--- config.mk ---
export PLATFORM = sky130hd
export DESIGN_NAME = leaf_gpu_ingress_queue
export DESIGN_NICKNAME = d
export VERILOG_FILES = /design/src/rtl/leaf_gpu_ingress_queue_pkg.sv /design/src/rtl/leaf_gpu_ingress_queue_sync_fifo.sv /design/src/rtl/leaf_gpu_ingress_queue.sv
export SDC_FILE = /design/constraint.sdc
export NUM_CORES = 1
export LEC_CHECK = 0
export ABC_AREA = 1
export ABC_CLOCK_PERIOD_IN_PS = 7200
export CORE_UTILIZATION = 63
export DETAILED_ROUTE_END_ITERATION = 10
export GPL_ROUTABILITY_DRIVEN = 0
export PLACE_DENSITY = 0.85
export SETUP_SLACK_MARGIN = 0.4
export SLEW_MARGIN = 20
export SYNTH_ARGS = -nofsm -noshare
export SYNTH_HDL_FRONTEND = slang
export SYNTH_HIERARCHICAL = 1
export SYNTH_SLANG_ARGS = --single-unit
--- constraint.sdc ---
create_clock -name clk -period 7.2 [get_ports clk]
set_clock_uncertainty 0.15 [all_clocks]
set_input_delay 0.72 -clock clk [delete_from_list [all_inputs] [get_ports clk]]
set_output_delay 0.72 -clock clk [all_outputs]
set_load 0.01 [all_outputs]
--- src/rtl/leaf_gpu_ingress_queue_pkg.sv ---
// Shared definitions for the leaf GPU ingress queue: address field widths,
// output FSM state encoding and the local-address compare.
package leaf_gpu_ingress_queue_pkg;

  localparam int ADDR_W   = 6;
  localparam int GROUP_W  = 4;
  localparam int ROUTER_W = ADDR_W - GROUP_W;

  typedef enum logic {
    S_IDLE  = 1'b0,
    S_VALID = 1'b1
  } state_t;

  // True when a destination address names this leaf itself.
  function automatic logic is_local_addr(
    input logic [ADDR_W-1:0]   addr,
    input logic [GROUP_W-1:0]  group_id,
    input logic [ROUTER_W-1:0] router_id
  );
    return addr == {group_id, router_id};
  endfunction

endpackage

--- src/rtl/leaf_gpu_ingress_queue_sync_fifo.sv ---
// Single-clock FIFO with occupancy count; head entry is visible combinationally
// on rd_data whenever the FIFO is not empty.
module leaf_sync_fifo #(
  parameter int WIDTH = 22,
  parameter int DEPTH = 8
) (
  input  logic                     clk,
  input  logic                     reset,
  input  logic                     wr_en,
  input  logic [WIDTH-1:0]         wr_data,
  input  logic                     rd_en,
  output logic [WIDTH-1:0]         rd_data,
  output logic                     full,
  output logic                     empty,
  output logic [$clog2(DEPTH):0]   count
);

  localparam int PTR_W = $clog2(DEPTH);
  localparam int CNT_W = PTR_W + 1;

  logic [WIDTH-1:0] mem [DEPTH];
  logic [PTR_W-1:0] wr_ptr;
  logic [PTR_W-1:0] rd_ptr;
  logic             do_wr;
  logic             do_rd;

  // Full blocks writes even when a read frees a slot in the same cycle.
  assign full    = (count == CNT_W'(DEPTH));
  assign empty   = (count == '0);
  assign do_wr   = wr_en && !full;
  assign do_rd   = rd_en && !empty;
  assign rd_data = mem[rd_ptr];

  always_ff @(posedge clk) begin
    if (do_wr) begin
      mem[wr_ptr] <= wr_data;
    end
  end

  always_ff @(posedge clk or posedge reset) begin
    if (reset) begin
      wr_ptr <= '0;
      rd_ptr <= '0;
      count  <= '0;
    end else begin
      if (do_wr) begin
        wr_ptr <= wr_ptr + PTR_W'(1);
      end
      if (do_rd) begin
        rd_ptr <= rd_ptr + PTR_W'(1);
      end
      case ({do_wr, do_rd})
        2'b10:   count <= count + CNT_W'(1);
        2'b01:   count <= count - CNT_W'(1);
        default: count <= count;
      endcase
    end
  end

endmodule

--- src/rtl/leaf_gpu_ingress_queue.sv ---
// GPU injection stage ahead of the leaf router: queues flits, drops
// self-addressed ones and presents one flit at a time on a registered output.
module leaf_gpu_ingress_queue
  import leaf_gpu_ingress_queue_pkg::*;
#(
  parameter int                 DWIDTH     = 16,
  parameter int                 FIFO_DEPTH = 8,
  parameter logic [GROUP_W-1:0] GROUP_ID   = 4'b0111,
  parameter int                 ROUTER_ID  = 2
) (
  input  logic                        clk,
  input  logic                        reset,
  input  logic                        arb_enable,
  input  logic [DWIDTH-1:0]           gpu_in_data,
  input  logic                        gpu_in_valid,
  input  logic [ADDR_W-1:0]           gpu_dest_addr,
  output logic                        gpu_in_ready,
  output logic [DWIDTH-1:0]           rtr_out_data,
  output logic                        rtr_out_valid,
  output logic [ADDR_W-1:0]           rtr_dest_addr,
  input  logic                        rtr_ready,
  output logic                        fifo_full,
  output logic                        fifo_empty,
  output logic [$clog2(FIFO_DEPTH):0] fifo_count,
  output logic [7:0]                  drop_count,
  output logic [15:0]                 flit_count
);

  localparam int                  ENTRY_W     = DWIDTH + ADDR_W;
  localparam logic [ROUTER_W-1:0] ROUTER_BITS = ROUTER_W'(ROUTER_ID);

  function automatic logic [7:0] sat_inc8(input logic [7:0] v);
    return (v == 8'hFF) ? v : v + 8'd1;
  endfunction

  logic               accept_p0;
  logic               local_p0;
  logic               wr_en_p0;
  logic               drop_p0;
  logic [ENTRY_W-1:0] head_p0;
  logic               load_p0;
  state_t             state;
  state_t             state_nxt;
  logic               vld_p1;
  logic [DWIDTH-1:0]  out_data_p1;
  logic [ADDR_W-1:0]  out_dest_p1;

  // Stage p0: ingress accept, self-address filter, FIFO
  assign gpu_in_ready = !fifo_full;
  assign accept_p0    = gpu_in_valid && gpu_in_ready;
  assign local_p0     = is_local_addr(gpu_dest_addr, GROUP_ID, ROUTER_BITS);
  assign wr_en_p0     = accept_p0 && !local_p0;
  assign drop_p0      = accept_p0 && local_p0;

  leaf_sync_fifo #(
    .WIDTH (ENTRY_W),
    .DEPTH (FIFO_DEPTH)
  ) u_fifo (
    .clk     (clk),
    .reset   (reset),
    .wr_en   (wr_en_p0),
    .wr_data ({gpu_dest_addr, gpu_in_data}),
    .rd_en   (load_p0),
    .rd_data (head_p0),
    .full    (fifo_full),
    .empty   (fifo_empty),
    .count   (fifo_count)
  );

  // A presented flit is never withdrawn; arb_enable only gates the next load.
  always_comb begin
    state_nxt = state;
    load_p0   = 1'b0;
    case (state)
      S_IDLE: begin
        if (arb_enable && !fifo_empty) begin
          load_p0   = 1'b1;
          state_nxt = S_VALID;
        end
      end
      S_VALID: begin
        if (rtr_ready) begin
          if (arb_enable && !fifo_empty) begin
            load_p0 = 1'b1;
          end else begin
            state_nxt = S_IDLE;
          end
        end
      end
      default: state_nxt = S_IDLE;
    endcase
  end

  // Stage p1: output register toward the router
  always_ff @(posedge clk or posedge reset) begin
    if (reset) begin
      state       <= S_IDLE;
      out_data_p1 <= '0;
      out_dest_p1 <= '0;
      drop_count  <= '0;
      flit_count  <= '0;
    end else begin
      state <= state_nxt;
      if (load_p0) begin
        out_data_p1 <= head_p0[DWIDTH-1:0];
        out_dest_p1 <= head_p0[ENTRY_W-1:DWIDTH];
      end
      if (vld_p1 && rtr_ready) begin
        flit_count <= flit_count + 16'd1;
      end
      if (drop_p0) begin
        drop_count <= sat_inc8(drop_count);
      end
    end
  end

  assign vld_p1        = (state == S_VALID);
  assign rtr_out_valid = vld_p1;
  assign rtr_out_data  = out_data_p1;
  assign rtr_dest_addr = out_dest_p1;

endmodule
# Yosys cells after proc, flatten, opt, wreduce, memory -nomap -nowiden
# Memory sizes are Yosys's and may differ from the RTL's. A register that Yosys moved wholly into a read port is not among the register bits.
# Index checks and enable logic that the tools add are counted.
# Widths: inputs -> output; s select.
# word_totals
register_bits	35
ram_bits	176
input_bits	27
wordCells	41
mem_count	1
# classes
n_addsub	6
eq_ne	5
n_mux	8
n_bitwise	2
n_reduce_logical	13
# memory_table
name	depth	width	read_ports	rd_clocked_by_memory_dff	wr	line_no	rtl
u_fifo.mem	8	22	1	1	1	leaf_gpu_ingress_queue_sync_fifo.sv:21	logic [WIDTH-1:0] mem [DEPTH];
# ops
op	count
$add 16x1->16 const B	1
$add 8x1->8 const B	1
$eq 8x8->1 const B	1
$pmux 4 s2	1
$logic_and 1x1->1	7
$add 3x1->3 const B	2
$eq 6x5->1 const B	1
$mux 1	5
$add 4x1->4 const B	1
$eq 4x4->1 const B	1
$logic_not 4->1	1
$pmux 1 s2	2
$sub 4x1->4 const B	1
$logic_not 1->1	3
$eq 2x1->1 const B	1
$eq 2x2->1 const B	1
$not 1->1	2
$reduce_and 2->1	1
$reduce_bool 2->1	1

# Logic depth before layout (Yosys ltp)
# Gate-level depths: netlist of run 1.
# logic_depth
depth_word	9
ltp_mapped	17
depth_no_buf	16

# Hierarchy
# Netlist of run 1, hierarchy kept.
# modules_own_cells
module	instances	cells_each	area_per_inst_um2	seq_area_each_um2
leaf_sync_fifo	1	843	8200.4	5535.3
leaf_gpu_ingress_queue	1	276	2230.9	1176.1

# Worst setup path before layout of run 1
# OpenSTA, ideal clock, no wires.
# synth_timing
kind	input-to-reg
from	input gpu_in_valid
to	memory u_fifo.mem[4][0], enable pin
setup_ns	0.429
arrival_time_ns	2.906
path_slack_ns	3.716
path_stages	7
n_path_buf	1
cell_sequence	inv_1 nor2_1 inv_1 a31oi_1 nand2_1 buf_4 nor3_1
# synth_via
elab_chain_cells	5
# synth_rtl
item	line_no	rtl
from (decl)	leaf_gpu_ingress_queue.sv:15	input logic gpu_in_valid,
$logic_and 1x1->1	leaf_gpu_ingress_queue.sv:50	assign accept_p0 = gpu_in_valid && gpu_in_ready;
$logic_and 1x1->1	leaf_gpu_ingress_queue.sv:52	assign wr_en_p0 = accept_p0 && !local_p0;
named net wr_en_p0	leaf_gpu_ingress_queue.sv:38	logic wr_en_p0;
$logic_and 1x1->1	leaf_gpu_ingress_queue_sync_fifo.sv:30	assign do_wr = wr_en && !full;
$mux 1	leaf_gpu_ingress_queue_sync_fifo.sv:35	if (do_wr) begin
$mux 1 (not written as such)	leaf_gpu_ingress_queue_sync_fifo.sv:36	mem[wr_ptr] <= wr_data;
to (decl)	leaf_gpu_ingress_queue_sync_fifo.sv:21	
# The timed path passes the listed nets, and every way through them passes these cells.

# Worst setup path in the final report of run 1
# layout_timing
from	register u_fifo.count[0]
to	register u_fifo.count[3]
# layout_via
elab_chain_cells	9
word_cells_on_any_way	18
# layout_rtl
item	line_no	rtl
from (decl)	leaf_gpu_ingress_queue_sync_fifo.sv:15	output logic [$clog2(DEPTH):0] count
from (signal assigned)	leaf_gpu_ingress_queue_sync_fifo.sv:53	2'b10: count <= count + CNT_W'(1);
from (signal assigned)	leaf_gpu_ingress_queue_sync_fifo.sv:54	2'b01: count <= count - CNT_W'(1);
from (signal assigned)	leaf_gpu_ingress_queue_sync_fifo.sv:55	default: count <= count;
$logic_not 4->1 *	leaf_gpu_ingress_queue_sync_fifo.sv:29	assign empty = (count == '0);
$logic_not 1->1 *	leaf_gpu_ingress_queue_sync_fifo.sv:31, leaf_gpu_ingress_queue.sv:76, leaf_gpu_ingress_queue.sv:83	
$logic_and 1x1->1	leaf_gpu_ingress_queue.sv:76, leaf_gpu_ingress_queue.sv:83	
$mux 1	leaf_gpu_ingress_queue.sv:76, leaf_gpu_ingress_queue.sv:83	
$mux 1	leaf_gpu_ingress_queue.sv:82	if (rtr_ready) begin
$pmux 1 s2	leaf_gpu_ingress_queue.sv:74	case (state)
$logic_and 1x1->1 *	leaf_gpu_ingress_queue_sync_fifo.sv:31	assign do_rd = rd_en && !empty;
named net u_fifo.do_rd	leaf_gpu_ingress_queue_sync_fifo.sv:25	logic do_rd;
$eq 2x1->1 or $eq 2x2->1 (tied branches)	leaf_gpu_ingress_queue_sync_fifo.sv:52	case ({do_wr, do_rd})
$pmux 4 s2 or $reduce_bool 2->1 (tied branches)	--	
# The timed path passes the listed nets; every way through them passes the cells marked *.
# A chain may end at the register's enable or synchronous reset.

==> impl_metrics.csv, run 1 <==
group,metric,value,unit
synthesis,synth_adder_area_share,1.032,%
worst_setup_path,path_max_fanout,23,
timing,timing.final.hold_violations,0,
route,wl_per_cell,15.28,um
placed_design,numPortBuffers,80,
worst_setup_path,crit_required,7460,ps
global_routing,grt_util_all_layers,26.69,%
pwr,power_switching,1.662,mW
synthesis,synth_xor_area_share,1.679,%
clocking,postCtsSetupBuffers,0,
route,first_pass_iters,7,
floorplan,fp-row-count,46,
synthesis,synth_warnings,6,
pwr,irDropWorstVdd,0.2017,mV
synthesis,yosysSeqAreaShare,64.34,%
pwr,p_sw_share,36.49,%
timing,max_freq,280.1,MHz
synthesis,synth_cells,1119,
global_routing,grt_pass1_wl,34600,um
timing,tns,0,ps
synthesis,synth_area_leaders,"edfxtp_1 (51%), nand2_1 (16%), dfrtp_1 (14%)",
clocking,clockBufferDepth,3,
final_layout,final_common_cell,"nand2_1",
floorplan,die_x,130.7,um
final_layout,layout.nets,1232,
pwr,internal_power,2.892,mW
clocking,cts_resized,0,
floorplan,num_io_pins,81,
final_layout,final_cell_mix,"nand2_1 (445), nor2_1 (189), edfxtp_1 (176), inv_1 (132), clkdlybuf4s50_1 (80)",
synthesis,synth_top_family_by_area,"simple AND/OR/NAND/NOR gates",
min_path,hp-class,"reg2reg",
floorplan,die_area,17080,um^2
route,ant_nets,0,
route,first_iter_violations,573,
clocking,cts_made_buffers,24,
final_layout,synthToLayoutAreaGrowth,15.78,%
worst_setup_path,crit_path_end_kind,"flop",
floorplan,start_util,65.19,%
global_routing,grt_pass1_vias,6998,
timing,fin_crit_sh,49.59,%
route,vias,7375,
clocking,holdBufCountCts,0,
synthesis,syn-cell-area,10430,um^2
floorplan,core-area,16000,um^2
clocking,cts_tree,"yes",
synthesis,synth_cell_types,27,
global_routing,grt-ovfl-total,0,
route,vias_per_cell,5.165,
global_routing,grt_max_degree,113,
route,routed_wl,21830,um
clocking,clock_sinks,233,
placed_design,dp_hpwl,12720,um
worst_setup_path,cp-start-kind,"flop",
synthesis,yosys.area.top_type_share,50.67,%
floorplan,die-height,130.7,um
timing,fin_crit,3571,ps
clocking,htreeDepth,1,
route,drc,0,
synthesis,ys_ff_latch,233,
pwr,power.density,377.1,nW/um^2
timing,hold_ws,331.2,ps
synthesis,synth_area_per_cell,9.322,um^2
pwr,p_clk_share,24.1,%
clocking,clk_pin_slew,60,ps
final_layout,n_antenna_cell,0,
synthesis,synth_mux_area_share,0,%
pwr,power.combinational.fraction,34.6,%
flow_run,maxCapViolCount,0,
timing,max-slew-margin-rel,28.49,%
synthesis,synth-simple-area-share,25.38,%
timing,setup_violations,0,
timing,slew_viol_final,0,
synthesis,syn_nets,1154,
timing,rsz0062_at_grt,"false",
synthesis,synth-compound-area-share,0.3958,%
worst_setup_path,critPathArrivalTime,3830,ps
outcome,status,"finished, final reports clean",
clocking,cts-root-buf,"clkbuf_16",
timing,worstMarginPinSlew,1067,ps
global_routing,antenna_found_initial,0,
worst_setup_path,setup.worst_path.class,"reg2reg",
pwr,p_seq_share,41.2,%
pwr,p_leak,5.485,nW
final_layout,layout-drive-gt1-share,5.528,%
synthesis,synth.largest_area_cell,"edfxtp_1",
clocking,clock_latency,510,ps
[critical path, stage by stage (launching register included)]
cell	delay, ps
dfrtp_1	430
nor2_1	160
nand3_1	180
inv_1	140
nor2_1	60
nand2_1	570
inv_2	360
nand2_1	260
inv_1	90
ha_1	240
ha_1	310
or2_2	290
nand2_1	70
nand2_1	40
nand3_1	60
nand2_1	50
[cells by family after synthesis]
kind of cell / count (synthesis)
buffers and inverters: 174
adder cells (fa/ha/maj): 8
AO/OA/AOI/OAI: 8
XOR/XNOR: 20
flip-flops: 233
AND/OR/NAND/NOR: 676
[cells in the mapped netlist (all sizes together)]
cell and count:
nor2 196, clkbuf 3, buf 36, fa 1, nand3 12, xnor2 11, dfrtp 57, nand2 450
a31oi 1, edfxtp 176, xor2 9, inv 135, o21ai 7, or2 1, nand3b 1, nand4 6
nor3 10, ha 7
[sequential cells by signal, indices dropped and copies added (netlist names)]
name and flops:
drop_count 8, flit_count 16, rtr_dest_addr 6, rtr_out_data 16, rtr_out_valid 1, u_fifo/count 4
u_fifo/mem 176, u_fifo/rd_ptr 3, u_fifo/wr_ptr 3
[final timing paths]
| kind | from | to | slack, ps | cells after the start |
|---|---|---|---|---|
| setup / recovery | u_fifo/count[0] | u_fifo/count[3] | 3630 | 15 |
| hold / removal | rtr_out_data[7] | rtr_out_data[7] | 330 | 2 |
| setup reg to reg | u_fifo/count[0] | u_fifo/count[3] | 3630 | 15 |
| hold reg to reg | rtr_out_data[7] | rtr_out_data[7] | 330 | 2 |
| max in group asynchronous | reset | rtr_out_data[10] | 5680 | 2 |
| min in group asynchronous | reset | u_fifo/wr_ptr[2] | 390 | 2 |
[power groups by stage]
stage | combinational, mW | sequential [mW] | clock, mW
2_1_floorplan | 1.07 | 1.87 | 0
3_3_place_gp | 1.49 | 1.89 | 0
3_5_place_dp | 1.54 | 1.90 | 0
4_1_cts | 1.57 | 1.88 | 1.12
5_1_grt | 1.78 | 1.91 | 1.16
6_report | 1.58 | 1.88 | 1.10
[final cells by class]
class                           count  area (um^2)
Timing Repair Buffer               91        883.3
Tap cell                          216        270.3
Multi-Input combinational cell    712         3012
Sequential cell                   233         6715
Fill cell                        1102         3923
Inverter                          135        506.7
Clock buffer                       32        640.6
Clock inverter                      9        50.05
[through the flow]
step	utilization (%)	worst slack, ps	std cells	power, mW	instance area (um^2)
after floorplan	-	3716	1119	2.945	10430
after global placement	71.17	3356	1387	3.381	11390
after detailed placement	71.17	3206	1387	3.445	11390
after CTS	75.48	3621	1428	4.570	12080
after global routing	75.48	3328	1428	4.847	12080
final	75.48	3629	1428	4.554	12080
[routing by layer]
| layer | GRT usage (%) | vias to the layer above | wire (um) |
|---|---|---|---|
| met5 | 0 | - | 0 |
| met4 | 8.384 | 0 | 474 |
| met3 | 4.235 | 45 | 1820 |
| met2 | 47.18 | 324 | 11060 |
| met1 | 33.92 | 3402 | 8468 |
| li1 | - | 3604 | - |
No activity file was read; power rests on OpenSTA's default activity.
==> run 2, diff against run 1 <==
Settings changed: ABC_CLOCK_PERIOD_IN_PS 7200 to 3600, CORE_UTILIZATION 63 to 58, PLACE_DENSITY 0.85 to 0.79.
Clock period 7.2 ns to 3.6 ns, I/O delays scaled along.
==> impl_metrics.csv, run 2 (synthesis gave the netlist of run 1 again) <==
group,metric,value,unit
timing,slew_viol_final,0,
global_routing,grt_util_all_layers,23.40,%
clocking,cts-root-buf,"clkbuf_16",
route,routed_wl,20710,um
final_layout,final_common_cell,"nand2_1",
floorplan,die_area,18520,um^2
timing,fin_crit_sh,73.73,%
route,first_iter_violations,529,
worst_setup_path,worstSetupPathDepth,15,
clocking,cts_tree,"yes",
clocking,cts_made_buffers,25,
placed_design,dp_slack,733.7,ps
placed_design,dp.cells,1402,
worst_setup_path,critPathArrivalTime,2900,ps
clocking,clockBufferDepth,3,
pwr,p_leak,5.565,nW
floorplan,num_io_pins,81,
clocking,clock_latency,510,ps
worst_setup_path,worst-path-buf-inv,3,
route,ant_nets,0,
worst_setup_path,critical-path-top-delay-family,"simple AND/OR/NAND/NOR gates",
route,wl_per_cell,14.31,um
floorplan,start_util,59.89,%
clocking,htreeDepth,1,
placed_design,place_area,11460,um^2
worst_setup_path,crit_top_cell,"nand2_1",
floorplan,die_x,136.1,um
route,vias_per_cell,4.948,
global_routing,grt_max_degree,70,
clocking,postCtsSetupBuffers,0,
final_layout,regMostFlops,"u_fifo/mem",
pwr,power,9.272,mW
timing,fin_ws,945.6,ps
worst_setup_path,path_max_fanout,5,
final_layout,synthToLayoutAreaGrowth,17.39,%
worst_setup_path,cp-start-kind,"flop",
timing,max-slew-margin-rel,32.74,%
worst_setup_path,crit_required,3840,ps
timing,rsz0062_at_grt,"false",
pwr,irDropWorstVdd,0.4772,mV
final_layout,layout.nets,1239,
global_routing,top_usage_layer,"met2",
route,drc,0,
route,vias,7160,
clocking,cts_resized,0,
timing,max_freq,376.7,MHz
clocking,clk_pin_slew,50,ps
flow_run,maxCapViolCount,0,
timing,tns,0,ps
pwr,power.density,757.2,nW/um^2
timing,worstMarginPinSlew,1008,ps
clocking,holdBufCountCts,0,
timing,timing.final.hold_violations,0,
global_routing,grt-ovfl-total,0,
global_routing,use_met2,39.48,%
worst_setup_path,setup.worst_path.class,"reg2reg",
global_routing,grt_pass1_wl,33350,um
min_path,hp-class,"in2async",
outcome,status,"finished, final reports clean",
timing,fin_crit,2654,ps
final_layout,final_area,12250,um^2
worst_setup_path,cpPeakStageDelay,430,ps
final_layout,n_antenna_cell,0,
clocking,clock_sinks,233,
final_layout,layout-drive-gt1-share,6.383,%
final_layout,fin_cells,1447,
route,first_pass_iters,5,
final_layout,final_cell_mix,"nand2_1 (445), nor2_1 (189), edfxtp_1 (176), inv_1 (132), clkdlybuf4s50_1 (80)",
worst_setup_path,slowest_stage,"dfrtp_1",
worst_setup_path,r2r_cells,15,
worst_setup_path,crit_path_end_kind,"flop",
floorplan,die-height,136.1,um
timing,setup_violations,0,
placed_design,numPortBuffers,80,
global_routing,use_met3,3.318,%
worst_setup_path,crit_chain,"nor2_1 -> nand3_1 -> inv_1 -> nor2_1 -> nand2_1 -> inv_2 -> nand2_1 -> inv_1 -> ha_1 -> ha_1 -> or2_2 -> nand2_1 -> nand2_1 -> nand3_1 -> nand2_1",
floorplan,fp-row-count,48,
placed_design,dp_hpwl,12300,um
global_routing,met1_usage,30.74,%
final_layout,largest_reg_flops,176,
global_routing,grt_pass1_vias,6755,
floorplan,core-area,17420,um^2
global_routing,antenna_found_initial,0,
==> run 2: changes by cell type in the layout (fill, tap and decap cells not counted) <==
| cell | previous run | this run |
|---|---|---|
| clkinv_8 | 1 | 0 |
| clkbuf_16 | 24 | 25 |
| buf_4 | 11 | 16 |
| clkinv_1 | 5 | 4 |
| clkinvlp_4 | 0 | 1 |
| clkinv_2 | 3 | 5 |
| bufinv_16 | 0 | 3 |
| clkbuf_8 | 1 | 0 |
| buf_12 | 0 | 1 |
==> run 2: path summary, 6_finish.rpt <==
kind	start	end	slack, ps
max in group asynchronous	reset	rtr_out_data[6]	2440
max	u_fifo/count[0]	u_fifo/count[3]	950
min reg2reg	rtr_out_data[15]	rtr_out_data[15]	320
min in group clk	arb_enable	rtr_out_valid	290
min	reset	u_fifo/count[3]	50
max reg2reg	u_fifo/count[0]	u_fifo/count[3]	950
==> run 2: routing by layer <==
metal  vias to the layer above  wire length (um)
met5                         -                 0
met4                         0               579
met3                        40              1104
met2                       207             10340
met1                      3297              8687
li1                       3616                 -
==> run 2: layout make-up <==
cell class,instances,area [um^2]
flip-flops and latches,233,6715
fillers,1286,5171
multi-input cells,712,3012
repair buffers,97,940.9
clock buffers,32,651.9
inverters,135,506.7
well taps,225,281.5
clock inverters,13,137.6
==> run 2: metrics by stage <==
stage / hold slack, ps / utilization [%]
6_report: 52.06 / 70.31
5_1_grt: 95.70 / 70.31
4_1_cts: 48.99 / 70.31
3_5_place_dp: 314.9 / 65.78
3_3_place_gp: 310.7 / 65.78
2_1_floorplan: 50.18 / -
==> run 2: report_power, final <==
part,switching [mW],total (mW),leakage [nW],internal [mW]
sequential,0.331,3.74,2.32,3.41
combinational,1.90,3.07,2.86,1.16
clock,0.970,2.46,0.385,1.49
total,3.21,9.27,5.57,6.07
==> run 2: worst reg2reg max path, delay by kind of cell, from the launching register on <==
family                   cells  cell delay, ps
AND/OR/NAND/NOR             10            1160
adder cells (fa/ha/maj)      2             560
flip-flops                   1             430
buffers and inverters        3             250
==> run 3, diff against run 2 <==
Settings changed: ABC_CLOCK_PERIOD_IN_PS 3600 to 2600.
Clock period 3.6 ns to 2.6 ns, I/O delays scaled along.
==> impl_metrics.csv, run 3 (synthesis gave the netlist of run 1 again) <==
group,metric,value,unit
worst_setup_path,cp-start-kind,"flop",
worst_setup_path,crit_top_cell,"buf_12",
route,vias,7633,
global_routing,top_usage_layer,"met2",
outcome,status,"finished, final reports clean",
worst_setup_path,path_max_fanout,6,
global_routing,grt_util_all_layers,24.85,%
route,drc,0,
clocking,clockBufferDepth,3,
global_routing,grt_max_degree,63,
min_path,min_delay_worst_endpoint,"rtr_out_valid",
final_layout,final_common_cell,"nand2_1",
final_layout,largest_reg_flops,176,
floorplan,core-area,17420,um^2
floorplan,die-height,136.1,um
timing,slew_viol_final,0,
route,first_iter_violations,763,
clocking,htreeDepth,1,
final_layout,final_cell_mix,"nand2_1 (440), nor2_1 (187), edfxtp_1 (176), inv_1 (125), clkdlybuf4s50_1 (77)",
route,ant_nets,0,
final_layout,fillers,1175,
global_routing,grt-ovfl-total,0,
min_path,whs_path_depth,3,
floorplan,die_area,18520,um^2
timing,hold_ws,216.5,ps
global_routing,antenna_found_initial,0,
clocking,clock_sinks,233,
final_layout,utilization,73.83,%
global_routing,grt_pass1_wl,35390,um
pwr,irDropWorstVdd,0.5989,mV
clocking,clk_pin_slew,60,ps
floorplan,die_x,136.1,um
global_routing,met1_usage,32.28,%
route,first_pass_iters,5,
placed_design,numPortBuffers,80,
final_layout,n_antenna_cell,0,
worst_setup_path,critical-path-top-delay-family,"buffers and inverters",
timing,max_freq,437.7,MHz
timing,rsz0062_at_grt,"true",
pwr,p_leak,5.814,nW
clocking,cts_made_buffers,24,
min_path,hp-start,"arb_enable",
route,wl_per_cell,15.70,um
clocking,cts_tree,"yes",
floorplan,num_io_pins,81,
worst_setup_path,reg2reg_from,"u_fifo/count[3]",
final_layout,synthToLayoutAreaGrowth,23.27,%
worst_setup_path,ff2ff_setup_slack,320,ps
worst_setup_path,crit_chain,"nand3_2 -> inv_2 -> nor2_4 -> inv_2 -> a31oi_4 -> nand2_4 -> buf_12 -> buf_12 -> nor3_4 -> buf_12 -> clkbuf_16",
timing,max-slew-margin-rel,35.11,%
clocking,cts-root-buf,"clkbuf_16",
timing,worstMarginPinSlew,972.3,ps
global_routing,use_met2,42.95,%
placed_design,dp_slack,126.1,ps
timing,tns,0,ps
timing,setup_violations,0,
timing,fin_ws,315.2,ps
worst_setup_path,critPathArrivalTime,2370,ps
timing,fin_crit,2285,ps
worst_setup_path,r2r_cells,11,
worst_setup_path,worst-path-buf-inv,6,
placed_design,dp_hpwl,13240,um
floorplan,fp-row-count,48,
worst_setup_path,worstReg2RegEnd,"u_fifo/mem[1][15]",
worst_setup_path,cpPeakStageDelay,440,ps
final_layout,multi_input_comb_area,3167,um^2
final_layout,regMostFlops,"u_fifo/mem",
min_path,hp-class,"in2reg",
worst_setup_path,slowest_stage,"dfrtp_2",
flow_run,maxCapViolCount,0,
clocking,clock_latency,530,ps
route,routed_wl,23170,um
floorplan,start_util,59.89,%
final_layout,layout-drive-gt1-share,11.11,%
timing,fin_crit_sh,87.88,%
global_routing,use_met3,3.579,%
pwr,power.density,1056,nW/um^2
worst_setup_path,setup.worst_path.class,"reg2reg",
route,vias_per_cell,5.171,
worst_setup_path,crit_path_end_kind,"flop",
final_layout,regArea,6720,um^2
worst_setup_path,crit_required,2690,ps
final_layout,layout.nets,1268,
timing,timing.final.hold_violations,0,
global_routing,grt_pass1_vias,7206,
[run 3: cell types whose count changed in the layout (fill, tap and decap cells not counted), sizes merged]
cell           change
bufbuf             +1
clkbuf             -2
clkinv             +2
dlygate4sd2        +2
dlygate4sd3        +1
clkinvlp           +2
buf               +26
clkdlybuf4s50      -3
dlymetal6s2s       +1
bufinv             -1
[run 3: per-layer routing]
metal / part of all wire, % / vias up
met1: 40 / 3570
met2: 50 / 315
met4: 2.8 / 0
met5: 0 / -
met3: 7.4 / 68
li1: - / 3680
[run 3: worst max path at each step]
stage               cells after the start              from           endpoint
floorplan                               9   u_fifo/count[1]   u_fifo/mem[1][0]
global placement                       12  gpu_dest_addr[4]    u_fifo/count[3]
detailed placement                     12  gpu_dest_addr[4]    u_fifo/count[3]
CTS                                    15   u_fifo/count[0]    u_fifo/count[3]
global route                           11   u_fifo/count[3]  u_fifo/mem[1][15]
finish                                 11   u_fifo/count[3]  u_fifo/mem[1][15]
[run 3: power breakdown]
group	internal (mW)	leakage (nW)	switching [mW]	total (mW)
registers	4.73	2.31	0.436	5.16
clock network	1.94	0.381	1.43	3.36
logic	2.02	3.12	3.04	5.05
[run 3: area by class of cell]
cell class,count,share of cell area (%)
timing repair buffer,127,10.91
inverter,135,3.960
clock buffer,28,4.865
clock inverter,16,1.187
tap,225,2.189
multi-input combinational,712,24.63
sequential,233,52.26
[run 3: timing repair]
action                                 in CTS  in global routing
cloned                                      1                  3
endpoints found under the hold margin      29                  0
setup endpoints to repair                 182                180
gates resized for setup                    10                 11
hold buffers                                1                  0
setup buffers                              10                  6
pin swaps                                   4                  9
[run 3: worst reg2reg max path: cells and delay by family, from the launching register on]
| family | cells | cell delay, ps |
|---|---|---|
| buffers and inverters | 6 | 760 |
| AND/OR/NAND/NOR | 4 | 460 |
| flip-flops | 1 | 440 |
| AO/OA/AOI/OAI | 1 | 210 |
[run 3: metrics by stage]
stage                     cell area [um^2]  std cells  power (mW)
after global routing                 12860       1476       14.41
after CTS                            12700       1467       13.39
final                                12860       1476       13.58
after detailed placement             11750       1411       9.818
after floorplan                      10600       1119       8.362
after global placement               11750       1411       9.616
